$ cat config.mk
export PLATFORM = sky130hd
export DESIGN_NAME = axi_burst_master
export DESIGN_NICKNAME = d
export VERILOG_FILES = /design/src/rtl/axi_pkg.sv /design/src/rtl/axi_burst_master.sv
export SDC_FILE = /design/constraint.sdc
export NUM_CORES = 1
export LEC_CHECK = 0
export ABC_AREA = 0
export BUFFER_PORTS_ARGS = -buffer_cell sky130_fd_sc_hd__buf_2
export CAP_MARGIN = 20
export CORE_AREA = 2 2 113 115
export CTS_BUF_LIST = sky130_fd_sc_hd__clkbuf_8
export DETAILED_ROUTE_END_ITERATION = 10
export DIE_AREA = 0 0 115 117
export GPL_TIMING_DRIVEN = 0
export PLACE_DENSITY = 0.71
export SLEW_MARGIN = 30
export SYNTH_ARGS = -nofsm -noshare
export SYNTH_HDL_FRONTEND = slang
export SYNTH_SLANG_ARGS = --single-unit
$ cat constraint.sdc
create_clock -name ACLK -period 7.65 [get_ports ACLK]
set_input_delay 1.53 -clock ACLK [delete_from_list [all_inputs] [get_ports ACLK]]
set_output_delay 1.53 -clock ACLK [all_outputs]
set_load 0.03 [all_outputs]
$ cat src/rtl/axi_pkg.sv
// Shared AXI4 encodings and the burst master state type.
package axi_pkg;

  localparam logic [1:0]  BURST_INCR  = 2'b01;
  localparam logic [2:0]  SIZE_4B     = 3'b010;
  localparam logic [1:0]  RESP_OKAY   = 2'b00;
  localparam logic [1:0]  RESP_SLVERR = 2'b10;
  localparam logic [3:0]  STRB_ALL    = 4'hF;
  localparam logic [13:0] PAGE_BYTES  = 14'd4096;

  typedef enum logic [2:0] {
    ST_IDLE,
    ST_WR_ADDR,
    ST_WR_DATA,
    ST_WR_RESP,
    ST_RD_ADDR,
    ST_RD_DATA
  } burst_state_t;

  // A burst of (len+1) 4-byte beats starting at page offset 'offset' must end
  // at or before the 4 KB page boundary; AXI forbids bursts that cross it.
  function automatic logic crossesPage(input logic [11:0] offset, input logic [7:0] len);
    logic [13:0] endOffset;
    endOffset = {2'b00, offset} + (({6'b000000, len} + 14'd1) << 2);
    return (endOffset > PAGE_BYTES);
  endfunction

endpackage

$ cat src/rtl/axi_burst_master.sv
// Single-outstanding AXI4 INCR burst master: accepts a client command, runs
// one write or read burst, streams data straight through, and reports
// completion with a one-cycle done pulse and an accumulated error flag.
module axi_burst_master
  import axi_pkg::*;
(
  input  logic        ACLK,
  input  logic        ARESETn,

  input  logic        cmd_valid,
  output logic        cmd_ready,
  input  logic        cmd_write,
  input  logic [31:0] cmd_addr,
  input  logic [7:0]  cmd_len,

  input  logic        wr_valid,
  output logic        wr_ready,
  input  logic [31:0] wr_data,

  output logic        rd_valid,
  input  logic        rd_ready,
  output logic [31:0] rd_data,
  output logic        rd_last,

  output logic        done,
  output logic        err,

  output logic        AWID,
  output logic [31:0] AWADDR,
  output logic [7:0]  AWLEN,
  output logic [2:0]  AWSIZE,
  output logic [1:0]  AWBURST,
  output logic        AWVALID,
  input  logic        AWREADY,

  output logic        WID,
  output logic [31:0] WDATA,
  output logic [3:0]  WSTRB,
  output logic        WLAST,
  output logic        WVALID,
  input  logic        WREADY,

  input  logic        BID,
  input  logic [1:0]  BRESP,
  input  logic        BVALID,
  output logic        BREADY,

  output logic        ARID,
  output logic [31:0] ARADDR,
  output logic [7:0]  ARLEN,
  output logic [2:0]  ARSIZE,
  output logic [1:0]  ARBURST,
  output logic        ARVALID,
  input  logic        ARREADY,

  input  logic        RID,
  input  logic [31:0] RDATA,
  input  logic [1:0]  RRESP,
  input  logic        RLAST,
  input  logic        RVALID,
  output logic        RREADY
);

  burst_state_t r_state;
  burst_state_t w_nextState;

  logic [31:0] r_addr;
  logic [7:0]  r_len;
  logic [7:0]  r_beatCnt;
  logic        r_err;
  logic        r_done;

  logic w_badCmd;
  logic w_lastBeat;
  logic w_cmdFire;
  logic w_wBeat;
  logic w_rBeat;
  logic w_bFire;
  logic w_rBeatErr;
  logic w_unusedIds;

  // IDs are fixed at zero with one transaction outstanding, so response IDs carry no information.
  assign w_unusedIds = BID ^ RID;

  assign w_badCmd   = (cmd_addr[1:0] != 2'b00) || crossesPage(cmd_addr[11:0], cmd_len);
  assign w_lastBeat = (r_beatCnt == r_len);
  assign w_rBeatErr = (RRESP != RESP_OKAY) || (RLAST != w_lastBeat);

  assign AWID    = 1'b0;
  assign AWADDR  = r_addr;
  assign AWLEN   = r_len;
  assign AWSIZE  = SIZE_4B;
  assign AWBURST = BURST_INCR;
  assign WID     = 1'b0;
  assign WSTRB   = STRB_ALL;
  assign ARID    = 1'b0;
  assign ARADDR  = r_addr;
  assign ARLEN   = r_len;
  assign ARSIZE  = SIZE_4B;
  assign ARBURST = BURST_INCR;

  assign done = r_done;
  assign err  = r_done & r_err;

  // State register; reset abandons any burst in progress without a done pulse.
  always_ff @(posedge ACLK) begin
    if (!ARESETn) begin
      r_state <= ST_IDLE;
    end else begin
      r_state <= w_nextState;
    end
  end

  // Next-state decode and handshake outputs; data paths pass straight through in their phase.
  always_comb begin
    w_nextState = r_state;
    cmd_ready   = 1'b0;
    AWVALID     = 1'b0;
    WVALID      = 1'b0;
    WDATA       = 32'h0;
    WLAST       = 1'b0;
    wr_ready    = 1'b0;
    BREADY      = 1'b0;
    ARVALID     = 1'b0;
    RREADY      = 1'b0;
    rd_valid    = 1'b0;
    rd_data     = 32'h0;
    rd_last     = 1'b0;
    w_cmdFire   = 1'b0;
    w_wBeat     = 1'b0;
    w_rBeat     = 1'b0;
    w_bFire     = 1'b0;

    case (r_state)
      ST_IDLE: begin
        cmd_ready = 1'b1;
        if (cmd_valid) begin
          w_cmdFire = 1'b1;
          if (!w_badCmd) begin
            w_nextState = cmd_write ? ST_WR_ADDR : ST_RD_ADDR;
          end
        end
      end

      ST_WR_ADDR: begin
        AWVALID = 1'b1;
        if (AWREADY) begin
          w_nextState = ST_WR_DATA;
        end
      end

      ST_WR_DATA: begin
        WVALID   = wr_valid;
        WDATA    = wr_data;
        WLAST    = w_lastBeat;
        wr_ready = WREADY;
        if (wr_valid && WREADY) begin
          w_wBeat = 1'b1;
          if (w_lastBeat) begin
            w_nextState = ST_WR_RESP;
          end
        end
      end

      ST_WR_RESP: begin
        BREADY = 1'b1;
        if (BVALID) begin
          w_bFire     = 1'b1;
          w_nextState = ST_IDLE;
        end
      end

      ST_RD_ADDR: begin
        ARVALID = 1'b1;
        if (ARREADY) begin
          w_nextState = ST_RD_DATA;
        end
      end

      ST_RD_DATA: begin
        RREADY   = rd_ready;
        rd_valid = RVALID;
        rd_data  = RDATA;
        rd_last  = w_lastBeat;
        if (RVALID && rd_ready) begin
          w_rBeat = 1'b1;
          if (w_lastBeat) begin
            w_nextState = ST_IDLE;
          end
        end
      end

      default: begin
        w_nextState = ST_IDLE;
      end
    endcase
  end

  // Command latch, beat counter and error/done bookkeeping; the beat counter, not RLAST, ends a read.
  always_ff @(posedge ACLK) begin
    if (!ARESETn) begin
      r_addr    <= 32'h0;
      r_len     <= 8'h0;
      r_beatCnt <= 8'h0;
      r_err     <= 1'b0;
      r_done    <= 1'b0;
    end else begin
      r_done <= 1'b0;
      if (w_cmdFire) begin
        r_addr    <= cmd_addr;
        r_len     <= cmd_len;
        r_beatCnt <= 8'h0;
        r_err     <= w_badCmd;
        r_done    <= w_badCmd;
      end
      if (w_wBeat) begin
        r_beatCnt <= r_beatCnt + 8'd1;
      end
      if (w_bFire) begin
        r_err  <= r_err | (BRESP != RESP_OKAY);
        r_done <= 1'b1;
      end
      if (w_rBeat) begin
        r_beatCnt <= r_beatCnt + 8'd1;
        r_err     <= r_err | w_rBeatErr;
        r_done    <= w_lastBeat;
      end
    end
  end

endmodule

# Yosys cells after proc, flatten, opt, wreduce, memory -nomap -nowiden
# Index checks and enable logic that the tools add are counted.
[totals]
output_inout_bits = 173
in_bits = 122
reg_bits = 53
[classes]
magnitude_cmp = 1
n_mux = 40
reduce_logical = 11
n_bitwise = 3
eq_ne = 16
add_sub_neg = 3
[op_table]
columns = ["op", "n"]
rows = [
  ["$mux W32", 2],
  ["$mux W3", 10],
  ["$mux W1", 24],
  ["$mux W8", 3],
  ["$ne A2 B2 Y1 const B", 9],
  ["$pmux W3 S6", 1],
  ["$add A12 B11 Y13", 1],
  ["$gt A13 B13 Y1 const B", 1],
  ["$add A8 B1 Y9 const B", 1],
  ["$reduce_and A9 Y1", 1],
  ["$add A8 B1 Y8 const B", 1],
  ["$eq A8 B8 Y1", 1],
  ["$eq A3 B2 Y1 const B", 2],
  ["$eq A3 B3 Y1 const B", 2],
  ["$reduce_bool A2 Y1", 3],
  ["$reduce_bool A3 Y1", 2],
  ["$eq A3 B1 Y1 const B", 1],
  ["$logic_not A3 Y1", 1],
  ["$logic_and A1 B1 Y1", 2],
  ["$logic_or A1 B1 Y1", 2],
  ["$or A1 B1 Y1", 2],
  ["$and A1 B1 Y1", 1],
  ["$ne A1 B1 Y1", 1],
]

# Depth between registers and ports, before layout
[depth]
word_depth = 7
depth_mapped = 11
depth_no_buf = 11

# Worst setup path before layout
# Ideal clock, no wire load.
[synth_path]
path_type = "in2reg"
startpoint = "input port cmd_len[0]"
endpoint = "register r_state[0]"
arrival_time_ns = 3.682
cell_stages = 11
required_time_ns = 7.571
slack_ns = 3.889
n_path_buf = 0
cell_sequence = "ha_1 nand3_1 nor2_1 xor2_1 ha_1 inv_2 a2111oi_2 and3_1 nand4_1 or3_4 a211oi_2"
[synth_via]
elab_chain_len = 6
[synth_lines]
columns = ["element", "line_no", "source"]
rows = [
  ["from (decl)", "axi_burst_master.sv:14", "input logic [7:0] cmd_len,"],
  ["$add A8 B1 Y9", "axi_pkg.sv:24", "endOffset = {2'b00, offset} + (({6'b000000, len} + 14'd1) << 2);"],
  ["$add A12 B11 Y13", "axi_pkg.sv:24", ""],
  ["$gt A13 B13 Y1", "axi_pkg.sv:25", "return (endOffset > PAGE_BYTES);"],
  ["$logic_or A1 B1 Y1", "axi_burst_master.sv:85", "assign w_badCmd = (cmd_addr[1:0] != 2'b00) || crossesPage(cmd_addr[11:0], cmd_len);"],
  ["$ne A2 B2 Y1 (no source line)", "--", ""],
  ["$reduce_and A9 Y1 (no source line)", "--", ""],
  ["to (signal assigned)", "axi_burst_master.sv:110", "r_state <= w_nextState;"],
  ["to (decl)", "axi_burst_master.sv:64", "burst_state_t r_state;"],
]
# No other way between the ends.
# A chain may end at the register's enable or synchronous reset.

# Worst setup path in the final report
# Ends and elaborated chain as after synthesis.

==> impl_metrics.py <==
metrics = {
    "cts": {
        "htree_levels": 2,
        "clk_pin_slew_ps": 100,
        "post_cts_buffers": 0,
        "cts_buffers": 5,
        "cts.repair.resized": 0,
        "cts.sink_count": 53,
        "cts_root_buf": "clkbuf_8",
        "cts_tree": "yes",
        "cts_hold_buffers": 0,
        "clock_path_buffers": 2,
        "clk_latency_ps": 320,
    },
    "yosys": {
        "yosys_warnings": 0,
        "synth.top_cell.area_share": 0.278,
        "async_reset_ff_frac": 0,
        "avgSynthCellArea_um2": 7.43,
        "syn_area_mm2": 0.00381,
        "ys_seq_elements": 53,
        "synth_seq_area_share": 0.278,
        "synth_largest_area_cell": "dfxtp_1",
        "synth_area_leaders": "dfxtp_1 (28%), and2_1 (12%), buf_4 (11%)",
        "synth-edff-count": 0,
        "synth.distinct_cells": 52,
        "synth_flop_cell": "dfxtp_1",
        "syn_inst": 513,
    },
    "sta": {
        "tightestPinTransition_ps": 702,
        "setup_viol": 0,
        "rsz0062_at_grt": "false",
        "holdWs_ps": 477,
        "period_needed_ps": 3880,
        "timing.final.ws_setup_ps": 3770,
        "period_share": 0.508,
        "drv_slew": 0,
        "tns_ps": 0,
        "finalHoldViolCount": 0,
        "clock_skew_ps": 9.83,
        "fmax_mhz": 257,
        "max_slew_margin": 0.530,
    },
    "place": {
        "io_buffers": 275,
        "place_ws_ps": 3460,
        "dp_hpwl_um": 11900,
        "globalplace.congestion": 0.880,
    },
    "global_route": {
        "grt_overflow_total": 0,
        "grtUsageTotal": 0.192,
        "grt_antenna_before_repair": 1,
        "grt_start_max_net_pins": 17,
        "grt_pass1_wl_um": 19900,
        "first_global_vias": 3842,
    },
    "job": {
        "cap_viol_max_count": 0,
    },
    "route": {
        "post_drt_via_cell_ratio": 4.58,
        "drt-pass1-iter-count": 5,
        "drt_iter0_drc": 204,
        "finalWirelength_um": 14100,
        "drc": 0,
        "routedWlPerCell_um": 14.6,
        "ant_nets": 0,
        "vias": 4413,
    },
    "finish": {
        "drive_above_1_share": 0.440,
        "syn2layout_area_growth_pct": 44.9,
        "multi_input_area_mm2": 0.00222,
        "nFillCells": 1310,
        "regArea_mm2": 0.00106,
        "nNetsFinal": 945,
    },
    "die": {
        "dieArea_mm2": 0.0135,
        "die_w_um": 115,
        "dieHeight_um": 117,
        "core_region_area_mm2": 0.0123,
        "row_count": 41,
        "io_pins": 295,
        "start_util": 0.309,
    },
    "worst_setup_path": {
        "cp_data_arrival_time_ps": 4130,
        "worstPathRequired_ps": 7890,
        "path_cells": "buf_2 -> ha_1 -> nand3_1 -> nor2_1 -> xor2_1 -> ha_1 -> inv_2 -> a2111oi_2 -> and3_1 -> nand4_1 -> or3_4 -> a211oi_2",
        "setup.worst_path.start_class": "input pin",
        "crit_type": "in2reg",
        "endpoint_kind": "flip-flop",
        "cpMostUsedCell": "ha_1",
        "critPathSlowestCell": "ha_1",
        "cp_max_fo": 7,
        "slowest_delay_ps": 420,
    },
    "min_path": {
        "hp-class": "reg2reg",
    },
    "power_and_ir_drop": {
        "p_leak_uw": 0.00304,
        "power_uw": 1330,
        "ir_drop_uv": 109,
        "powerDensity_mw_per_mm2": 242,
    },
    "status": {
        "outcome": "finished clean",
    },
}
-- state kept, by name, indices dropped and copies added (netlist names) --
name       flops
done           1
r_beatCnt      8
ARADDR        32
ARLEN          8
r_state        3
r_err          1
-- final timing paths --
check,start,end,slack [ps],cells after the start
min reg2reg,ARADDR[3],ARADDR[3],480,2
min,ARADDR[3],ARADDR[3],480,2
max reg2reg,r_state[1],r_beatCnt[4],5400,8
max,cmd_len[0],r_state[0],3770,12
-- worst max-delay path, delay by kind of cell --
kind,cells,cell delay [ps]
AOI/OAI and AO/OA,2,550
and+or+nand+nor,5,1120
xor gates and xnor gates,1,100
buffers and inverters,2,200
adders and majority gates,2,600
-- through the flow --
stage | cells | instance area [um^2] | utilization
after floorplan | 528 | 3870 | -
after global placement | 953 | 5430 | 0.441
after detailed placement | 953 | 5430 | 0.441
after CTS | 961 | 5520 | 0.448
after global routing | 962 | 5520 | 0.448
final | 963 | 5520 | 0.448
-- layout by cell type (no fill, tap or decap), types with 3 or more instances in the layout --
cell,instances
a211o_1,4
a211oi_1,3
a21o_1,3
a21oi_1,52
and2_1,74
and3_1,6
buf_2,279
buf_4,57
clkbuf_1,19
clkbuf_8,5
conb_1,17
dfxtp_1,53
ha_1,12
inv_1,8
nand2_1,97
nand3_1,8
nand3b_1,6
nand4_1,7
nor2_1,21
nor2b_1,3
nor3_1,6
o211ai_1,4
o21ai_0,10
or2_2,3
xnor2_1,15
xor2_1,4
-- power breakdown --
| part | switching [uW] | internal [uW] | leakage, uW |
|---|---|---|---|
| combinational | 532 | 272 | 0.00256 |
| clock | 102 | 64.3 | 0.0000497 |
| sequential | 43.0 | 322 | 0.000434 |
-- layer usage --
layer	track usage	routed length, um	vias to the layer above
met5	0	0	-
met4	0.0538	314	0
met2	0.341	6960	187
li1	-	-	2233
met1	0.238	5830	1969
met3	0.0340	998	24
-- layout make-up --
cell class                 count  area share
clock buffer                   5      0.0125
inverter                       8     0.00544
clock inverter                 3     0.00317
antenna                        2    0.000906
sequential                    53       0.192
multi-input combinational    384       0.403
timing repair buffer         275       0.249
tap                          150      0.0340
buffer                        83      0.0997
-- kinds of logic after synthesis --
family / after synthesis / synth area share
adders and majority gates: 13 / 0.0447
DFF: 53 / 0.278
buffers and inverters: 91 / 0.152
other: 2 / 0.00197
and+or+nand+nor: 241 / 0.320
AOI/OAI and AO/OA: 92 / 0.154
xor gates and xnor gates: 19 / 0.0437
muxes: 2 / 0.00525
-- cells in the mapped netlist (6+ instances only) --
cell,n
a21oi_1,52
and2_1,74
and3_1,6
buf_4,57
clkbuf_1,19
dfxtp_1,53
ha_1,12
inv_1,7
nand2_1,97
nand3_1,8
nand3b_1,6
nand4_1,7
nor2_1,21
nor3_1,6
o21ai_0,10
xnor2_1,15
Power figures use the tool's default switching activity.
